==> config.mk <==
export PLATFORM = sky130hd
export DESIGN_NAME = syn_sram_arb
export DESIGN_NICKNAME = d
export VERILOG_FILES = /design/src/rtl/syn_sram_arb.sv
export SDC_FILE = /design/constraint.sdc
export NUM_CORES = 1
export LEC_CHECK = 0
export CAP_MARGIN = 40
export CORE_MARGIN = 2
export CORE_UTILIZATION = 40
export CTS_CLUSTER_DIAMETER = 200
export DETAILED_ROUTE_END_ITERATION = 16
export MAX_ROUTING_LAYER = met4
export PLACE_DENSITY = 0.89
export SLEW_MARGIN = 20
export SYNTH_ARGS = -nofsm -noshare
export SYNTH_HDL_FRONTEND = slang
export SYNTH_SLANG_ARGS = --single-unit
==> constraint.sdc <==
create_clock -name clk_ir -period 1.96 [get_ports clk_ir]
set_input_delay 0.392 -clock clk_ir [delete_from_list [all_inputs] [get_ports clk_ir]]
set_output_delay 0.392 -clock clk_ir [all_outputs]
set_load 0.1 [all_outputs]
==> src/rtl/syn_sram_arb.sv <==
// syn_sram_arb: shared SRAM bus arbiter between the VGA reader and the GPU.
// VGA has fixed priority, and a burst counter bounds how long the GPU waits.
// Read data returns in order. A 1-bit tag FIFO records which requester owns
// each outstanding read, so each return can be routed to that requester.
module syn_sram_arb #(
  parameter int DATA_W        = 16,
  parameter int ADDR_W        = 18,
  parameter int TAG_DEPTH     = 4,   // power of 2, >= 2
  parameter int VGA_BURST_MAX = 8
) (
  input  logic              clk_ir,
  input  logic              rst_sync_l,
  input  logic              vga_rd_en,
  input  logic [ADDR_W-1:0] vga_addr,
  output logic              vga_ready,
  output logic              vga_rd_valid,
  output logic [DATA_W-1:0] vga_rd_data,
  input  logic              gpu_rd_en,
  input  logic              gpu_wr_en,
  input  logic [ADDR_W-1:0] gpu_addr,
  input  logic [DATA_W-1:0] gpu_wr_data,
  output logic              gpu_ready,
  output logic              gpu_rd_valid,
  output logic [DATA_W-1:0] gpu_rd_data,
  input  logic              sram_ready,
  output logic              sram_rd_en,
  output logic              sram_wr_en,
  output logic [ADDR_W-1:0] sram_addr,
  output logic [DATA_W-1:0] sram_wr_data,
  input  logic              sram_rd_valid,
  input  logic [DATA_W-1:0] sram_rd_data,
  output logic              tag_err
);

  localparam int PTR_W = $clog2(TAG_DEPTH);
  localparam int CNT_W = PTR_W + 1;
  localparam int BC_W  = $clog2(VGA_BURST_MAX + 1);
  localparam logic [CNT_W-1:0] FIFO_FULL = CNT_W'(TAG_DEPTH);
  localparam logic [BC_W-1:0]  BURST_MAX = BC_W'(VGA_BURST_MAX);

  typedef struct packed {
    logic              rd;
    logic              wr;
    logic [ADDR_W-1:0] addr;
    logic [DATA_W-1:0] data;
  } sram_cmd_t;

  logic                 vga_req, gpu_req, gpu_is_wr;
  logic                 pref_gpu, pref_rd, blocked, fifo_blk;
  logic                 grant_vga, grant_gpu;
  logic                 push, pop, head;
  logic [BC_W-1:0]      burst_cnt;
  logic [TAG_DEPTH-1:0] tag_mem;
  logic [PTR_W-1:0]     wr_ptr, rd_ptr;
  logic [CNT_W-1:0]     tag_cnt;
  sram_cmd_t            cmd_q;

  assign vga_req   = vga_rd_en;
  assign gpu_req   = gpu_rd_en | gpu_wr_en;
  assign gpu_is_wr = gpu_wr_en;   // rd+wr together counts as a write

  // Full only blocks when no return frees a slot in the same cycle
  assign fifo_blk = (tag_cnt == FIFO_FULL) && !sram_rd_valid;

  // Grant: the preferred requester is granted, or nobody is (strict order)
  always_comb begin
    pref_gpu  = gpu_req && (!vga_req || (burst_cnt == BURST_MAX));
    pref_rd   = pref_gpu ? !gpu_is_wr : vga_req;
    blocked   = !sram_ready || (pref_rd && fifo_blk) || !rst_sync_l;
    grant_vga = vga_req && !pref_gpu && !blocked;
    grant_gpu = pref_gpu && !blocked;
  end

  assign vga_ready = grant_vga;
  assign gpu_ready = grant_gpu;

  assign push = grant_vga || (grant_gpu && !gpu_is_wr);
  assign pop  = sram_rd_valid && (tag_cnt != '0);
  assign head = tag_mem[rd_ptr];

  // Count consecutive VGA grants while the GPU waits; saturates at the limit
  always_ff @(posedge clk_ir or negedge rst_sync_l) begin
    if (!rst_sync_l)                              burst_cnt <= '0;
    else if (!gpu_req || grant_gpu)               burst_cnt <= '0;
    else if (grant_vga && burst_cnt < BURST_MAX)  burst_cnt <= burst_cnt + BC_W'(1);
  end

  // Register the granted command onto the SRAM driver bus
  always_ff @(posedge clk_ir or negedge rst_sync_l) begin
    if (!rst_sync_l) begin
      cmd_q <= '0;
    end else begin
      cmd_q.rd <= push;
      cmd_q.wr <= grant_gpu && gpu_is_wr;
      if (grant_vga)      cmd_q.addr <= vga_addr;
      else if (grant_gpu) cmd_q.addr <= gpu_addr;
      if (grant_gpu && gpu_is_wr) cmd_q.data <= gpu_wr_data;
    end
  end

  assign sram_rd_en   = cmd_q.rd;
  assign sram_wr_en   = cmd_q.wr;
  assign sram_addr    = cmd_q.addr;
  assign sram_wr_data = cmd_q.data;

  // Owner-tag FIFO: 0 = VGA, 1 = GPU; pointers wrap naturally (power of 2)
  always_ff @(posedge clk_ir or negedge rst_sync_l) begin
    if (!rst_sync_l) begin
      tag_mem <= '0;
      wr_ptr  <= '0;
      rd_ptr  <= '0;
      tag_cnt <= '0;
    end else begin
      if (push) begin
        tag_mem[wr_ptr] <= grant_gpu;
        wr_ptr          <= wr_ptr + PTR_W'(1);
      end
      if (pop) rd_ptr <= rd_ptr + PTR_W'(1);
      case ({push, pop})
        2'b10:   tag_cnt <= tag_cnt + CNT_W'(1);
        2'b01:   tag_cnt <= tag_cnt - CNT_W'(1);
        default: tag_cnt <= tag_cnt;
      endcase
    end
  end

  // Route returned data to its owner; data regs hold between returns
  always_ff @(posedge clk_ir or negedge rst_sync_l) begin
    if (!rst_sync_l) begin
      vga_rd_valid <= 1'b0;
      gpu_rd_valid <= 1'b0;
      vga_rd_data  <= '0;
      gpu_rd_data  <= '0;
    end else begin
      vga_rd_valid <= pop && !head;
      gpu_rd_valid <= pop && head;
      if (pop && !head) vga_rd_data <= sram_rd_data;
      if (pop && head)  gpu_rd_data <= sram_rd_data;
    end
  end

  // Sticky: a return arrived with no read outstanding (e.g. after a reset)
  always_ff @(posedge clk_ir or negedge rst_sync_l) begin
    if (!rst_sync_l)                          tag_err <= 1'b0;
    else if (sram_rd_valid && tag_cnt == '0)  tag_err <= 1'b1;
  end

endmodule

==> Flow_metrics.wiki <==
{| class="wikitable"
! Metric !! Value
|-
| Detailed placement HPWL || about 6600 microns
|-
| Fraction of the yosys area taken by sequential cells || approximately 57%
|-
| Initial antenna violation count || 0
|-
| Post-synthesis instance area || roughly 0.0038 sq mm
|-
| Chip width || a little over 100 microns
|-
| Hold Violations, Final || 0
|-
| Number of buffers created by CTS || 9
|-
| Pin count of the biggest net entering global routing || 56
|-
| Number of levels the H-tree was split into || 3
|-
| Unrepaired setup endpoints after global routing || true
|-
| Hold buffer count at CTS || 0
|-
| Library cells used by synthesis || 36
|-
| Initial core utilization || between 40% and 50%
|-
| Min cycle time layout || 2240 ps
|-
| Final core utilization || 66.4%
|-
| Violations in the final reports || negative setup slack
|-
| Post-synth top area share || a little under three fifths
|-
| Part of the cycle the worst path needs || 114%
|-
| Average wire per cell in the routed design || between 15 and 20 microns
|-
| Number of global-route vias before repair || 2,989
|-
| Uppermost routed layer || met4
|-
| Sink count of the clock tree || 86
|-
| Yosys warning total || 0
|-
| Class of the most critical setup path || flip-flop to output pin
|-
| Area leader, netlist || sky130_fd_sc_hd__dfrtp_1
|-
| Path category of the worst min-delay check || input port to asynchronous set/reset pin
|-
| Number of top-level pins || about 150
|-
| GR Overflow Total || 0
|-
| Placeable Area || between 0.009 and 0.01 sq mm
|-
| Final-layout fill cell count || between 600 and 700
|-
| Height of the chip || 102 microns
|-
| Met3 WL post-DR || approximately 560 microns
|-
| Number of flip-flops and latches in the synthesized netlist || 86
|-
| Required arrival time at the worst endpoint || about 1600 ps
|-
| Fraction of final layout cells sized beyond drive strength 1 || 52.1%
|-
| Critical path peak fanout || 2
|-
| Site row count || 35
|-
| Most frequent cell after synthesis || sky130_fd_sc_hd__dfrtp_1
|-
| Worst-case clock skew || between 7 and 8 ps
|-
| Gp weighted congestion || ~0.84
|-
| DIE AREA || approximately 0.01 sq mm
|-
| Root buffer selected by CTS || sky130_fd_sc_hd__clkbuf_8
|-
| Footprint of the multi-input gates || approximately 0.0017 sq mm
|-
| Count of flip-flops with a built-in enable after synthesis || 0
|-
| Reg2reg setup slack || -220 ps
|-
| Top cell types by occurrence after synthesis || 86 x sky130_fd_sc_hd__dfrtp_1, 67 x sky130_fd_sc_hd__mux2_2, 17 x sky130_fd_sc_hd__mux2_4
|-
| Fmax achieved || around 450 MHz
|-
| Total Nets Final || approximately 540
|-
| Crit path largest cell delay || 370 ps
|-
| Length in cells of the worst reg-to-reg path || 9
|-
| Combined flip-flop and latch cell area || about 0.0022 sq mm
|-
| Type of origin of the critical path || flip-flop
|-
| Worst-path cell chain || inv_2, ha_4, and3b_2, a211o_1, buf_6, clkinvlp_4, buf_12
|-
| Clk buf depth || 2
|-
| Critical path endpoint category || output pin
|-
| Antenna diode count || 0
|-
| Detailed-router iteration count before antenna repair || 4
|-
| Worst setup endpoint || vga_ready
|-
| Main synth FF type || sky130_fd_sc_hd__dfrtp_1
|-
| Startpoint of the worst register-to-register path || burst_cnt[1]$_DFFE_PN0P_
|-
| Synth Area per Inst || around 15 sq um
|-
| Count of vias placed by the detailed router || 2,844
|-
| Worst-case setup margin in the final layout || -276 ps
|-
| Sum of met2 wire segment lengths after detailed routing || ~5300 microns
|-
| Result of the run || finished, violations left
|-
| Via-to-Cell Ratio || 4.82
|-
| Critical path's slowest cell || sky130_fd_sc_hd__dfrtp_1
|-
| Routed wire length || around 10000 microns
|-
| Final Cell Area || around 0.006 sq mm
|-
| First-pass GRT wire length || 14,000 microns
|-
| Post-synth net total || roughly 340
|-
| Fin Setup TNS || -6130 ps
|-
| Start point of the critical path || burst_cnt[1]$_DFFE_PN0P_
|-
| Ys async rst share || 100%
|-
| DP Area || about 0.0055 sq mm
|-
| Worst-Skew Late Latency || approximately 350 ps
|-
| Detailed-route DRC error count || 0
|-
| Number of max-cap violations || 0
|-
| Clk slew on worst S/H paths || roughly 80 ps
|-
| Worst EP arrival || 1840 ps
|-
| ANT nets after route || 0
|-
| Area growth, synth to finish || 61.2%
|-
| Max-slew violation count || 0
|-
| Number of standard cells after synthesis || approximately 260
|-
| Total routing usage reported by global routing || between 10% and 20%
|-
| Worst max-slew margin expressed relative to the limit || 54.1%
|-
| Pre-CTS setup slack || -605 ps
|-
| Number of DRC markers after the initial detailed-route iteration || 65
|-
| TritonCTS clock tree || yes
|-
| # setup viols final || 38
|-
| Tightest Pin Transition || 671 ps
|-
| Routed length on met1 || ~3800 microns
|-
| Count of input and output buffers || 147
|-
| Top post-synthesis cells by area || sky130_fd_sc_hd__dfrtp_1 57%, sky130_fd_sc_hd__mux2_2 20%, sky130_fd_sc_hd__mux2_4 6.7%
|-
| Worst flop-to-flop path endpoint || sram_wr_data[15]$_DFFE_PN0P_
|}
[cells by family after synthesis]
logic type	after synthesis	share of synthesized area [%]
AOI/OAI and AO/OA	16	2.60
xor gates and xnor gates	7	1.61
adders and majority gates	8	2.83
buffers and inverters	20	2.99
DFF	86	56.6
muxes	89	28.3
and+or+nand+nor	32	5.07
[per-stage QoR]
stage	std cells	hold WS (ps)
final	590	79.0
after global routing	590	94.8
after CTS	582	72.7
after detailed placement	554	456
after global placement	554	443
after floorplan	258	96.4
[state kept, by name, summed over array words and instances (netlist names)]
register and flops:
sram_addr 18, gpu_rd_data 16, sram_wr_data 16, vga_rd_data 16, burst_cnt 4, tag_mem 4
tag_cnt 3, rd_ptr 2, wr_ptr 2, gpu_rd_valid 1, sram_rd_en 1, sram_wr_en 1
tag_err 1, vga_rd_valid 1
[cells in the final DEF, fill, tap and decap left out, types with 2 or more instances in the layout]
cell type,instances
sky130_fd_sc_hd__inv_2,4
sky130_fd_sc_hd__and2_4,2
sky130_fd_sc_hd__a211o_1,2
sky130_fd_sc_hd__clkinvlp_4,2
sky130_fd_sc_hd__ha_1,5
sky130_fd_sc_hd__clkdlybuf4s50_1,70
sky130_fd_sc_hd__xnor2_1,5
sky130_fd_sc_hd__dfrtp_1,86
sky130_fd_sc_hd__nor2_1,5
sky130_fd_sc_hd__buf_4,103
sky130_fd_sc_hd__o21ai_0,5
sky130_fd_sc_hd__xor2_1,2
sky130_fd_sc_hd__nand2_1,4
sky130_fd_sc_hd__dlymetal6s2s_1,2
sky130_fd_sc_hd__inv_1,8
sky130_fd_sc_hd__a21oi_1,4
sky130_fd_sc_hd__clkbuf_8,9
sky130_fd_sc_hd__buf_6,5
sky130_fd_sc_hd__clkbuf_16,5
sky130_fd_sc_hd__nor2_4,3
sky130_fd_sc_hd__clkbuf_1,2
sky130_fd_sc_hd__nand2b_1,2
sky130_fd_sc_hd__mux2_2,36
sky130_fd_sc_hd__nand3_1,6
sky130_fd_sc_hd__mux2_1,4
sky130_fd_sc_hd__buf_12,7
sky130_fd_sc_hd__mux2_4,48
sky130_fd_sc_hd__nand3_2,2
sky130_fd_sc_hd__clkinv_4,2
[timing repair]
| item | CTS | global route |
|---|---|---|
| endpoints found under the setup margin | 22 | 38 |
| pin swaps | 10 | 5 |
| setup buffers | 11 | 4 |
| gates cloned | 1 | 6 |
| hold endpoints to repair | 0 | 0 |
| resized for setup | 17 | 30 |
[layer usage]
| layer | vias to the layer above | global-route usage, % |
|---|---|---|
| met3 | 15 | 4.97 |
| met1 | 1417 | 19.6 |
| met5 | - | - |
| met4 | 0 | 6.34 |
| li1 | 1302 | - |
| met2 | 110 | 31.7 |
[worst max-delay path: cells and delay by family, from the launching register on]
kind                       cells  cell delay, ps
AOI/OAI and AO/OA              1             310
adders and majority gates      1             150
buffers and inverters          4             440
DFF                            1             370
and+or+nand+nor                1             230
[worst min-delay path by stage]
stage | to | slack (ps) | cells past startpoint
2_1_floorplan | burst_cnt[0]$_DFFE_PN0P_ | 100 | 0
3_3_place_gp | tag_err$_DFFE_PN0P_ | 440 | 1
3_5_place_dp | sram_addr[11]$_DFFE_PN0P_ | 460 | 2
4_1_cts | sram_addr[11]$_DFFE_PN0P_ | 70 | 2
5_1_grt | gpu_rd_data[14]$_DFFE_PN0P_ | 90 | 2
6_report | sram_addr[11]$_DFFE_PN0P_ | 80 | 2
[cell type report]
class                      count  area share [%]
clock inverter                 5           0.979
clock buffer                  11            2.14
tap                          129            2.63
multi-input combinational    152            28.0
sequential                    86            35.1
timing repair buffer         194            30.3
inverter                      13           0.857
Power is left out: the tool's default activity adds up to more than one toggle a clock period on the data nets, which glitch-free logic cannot reach.
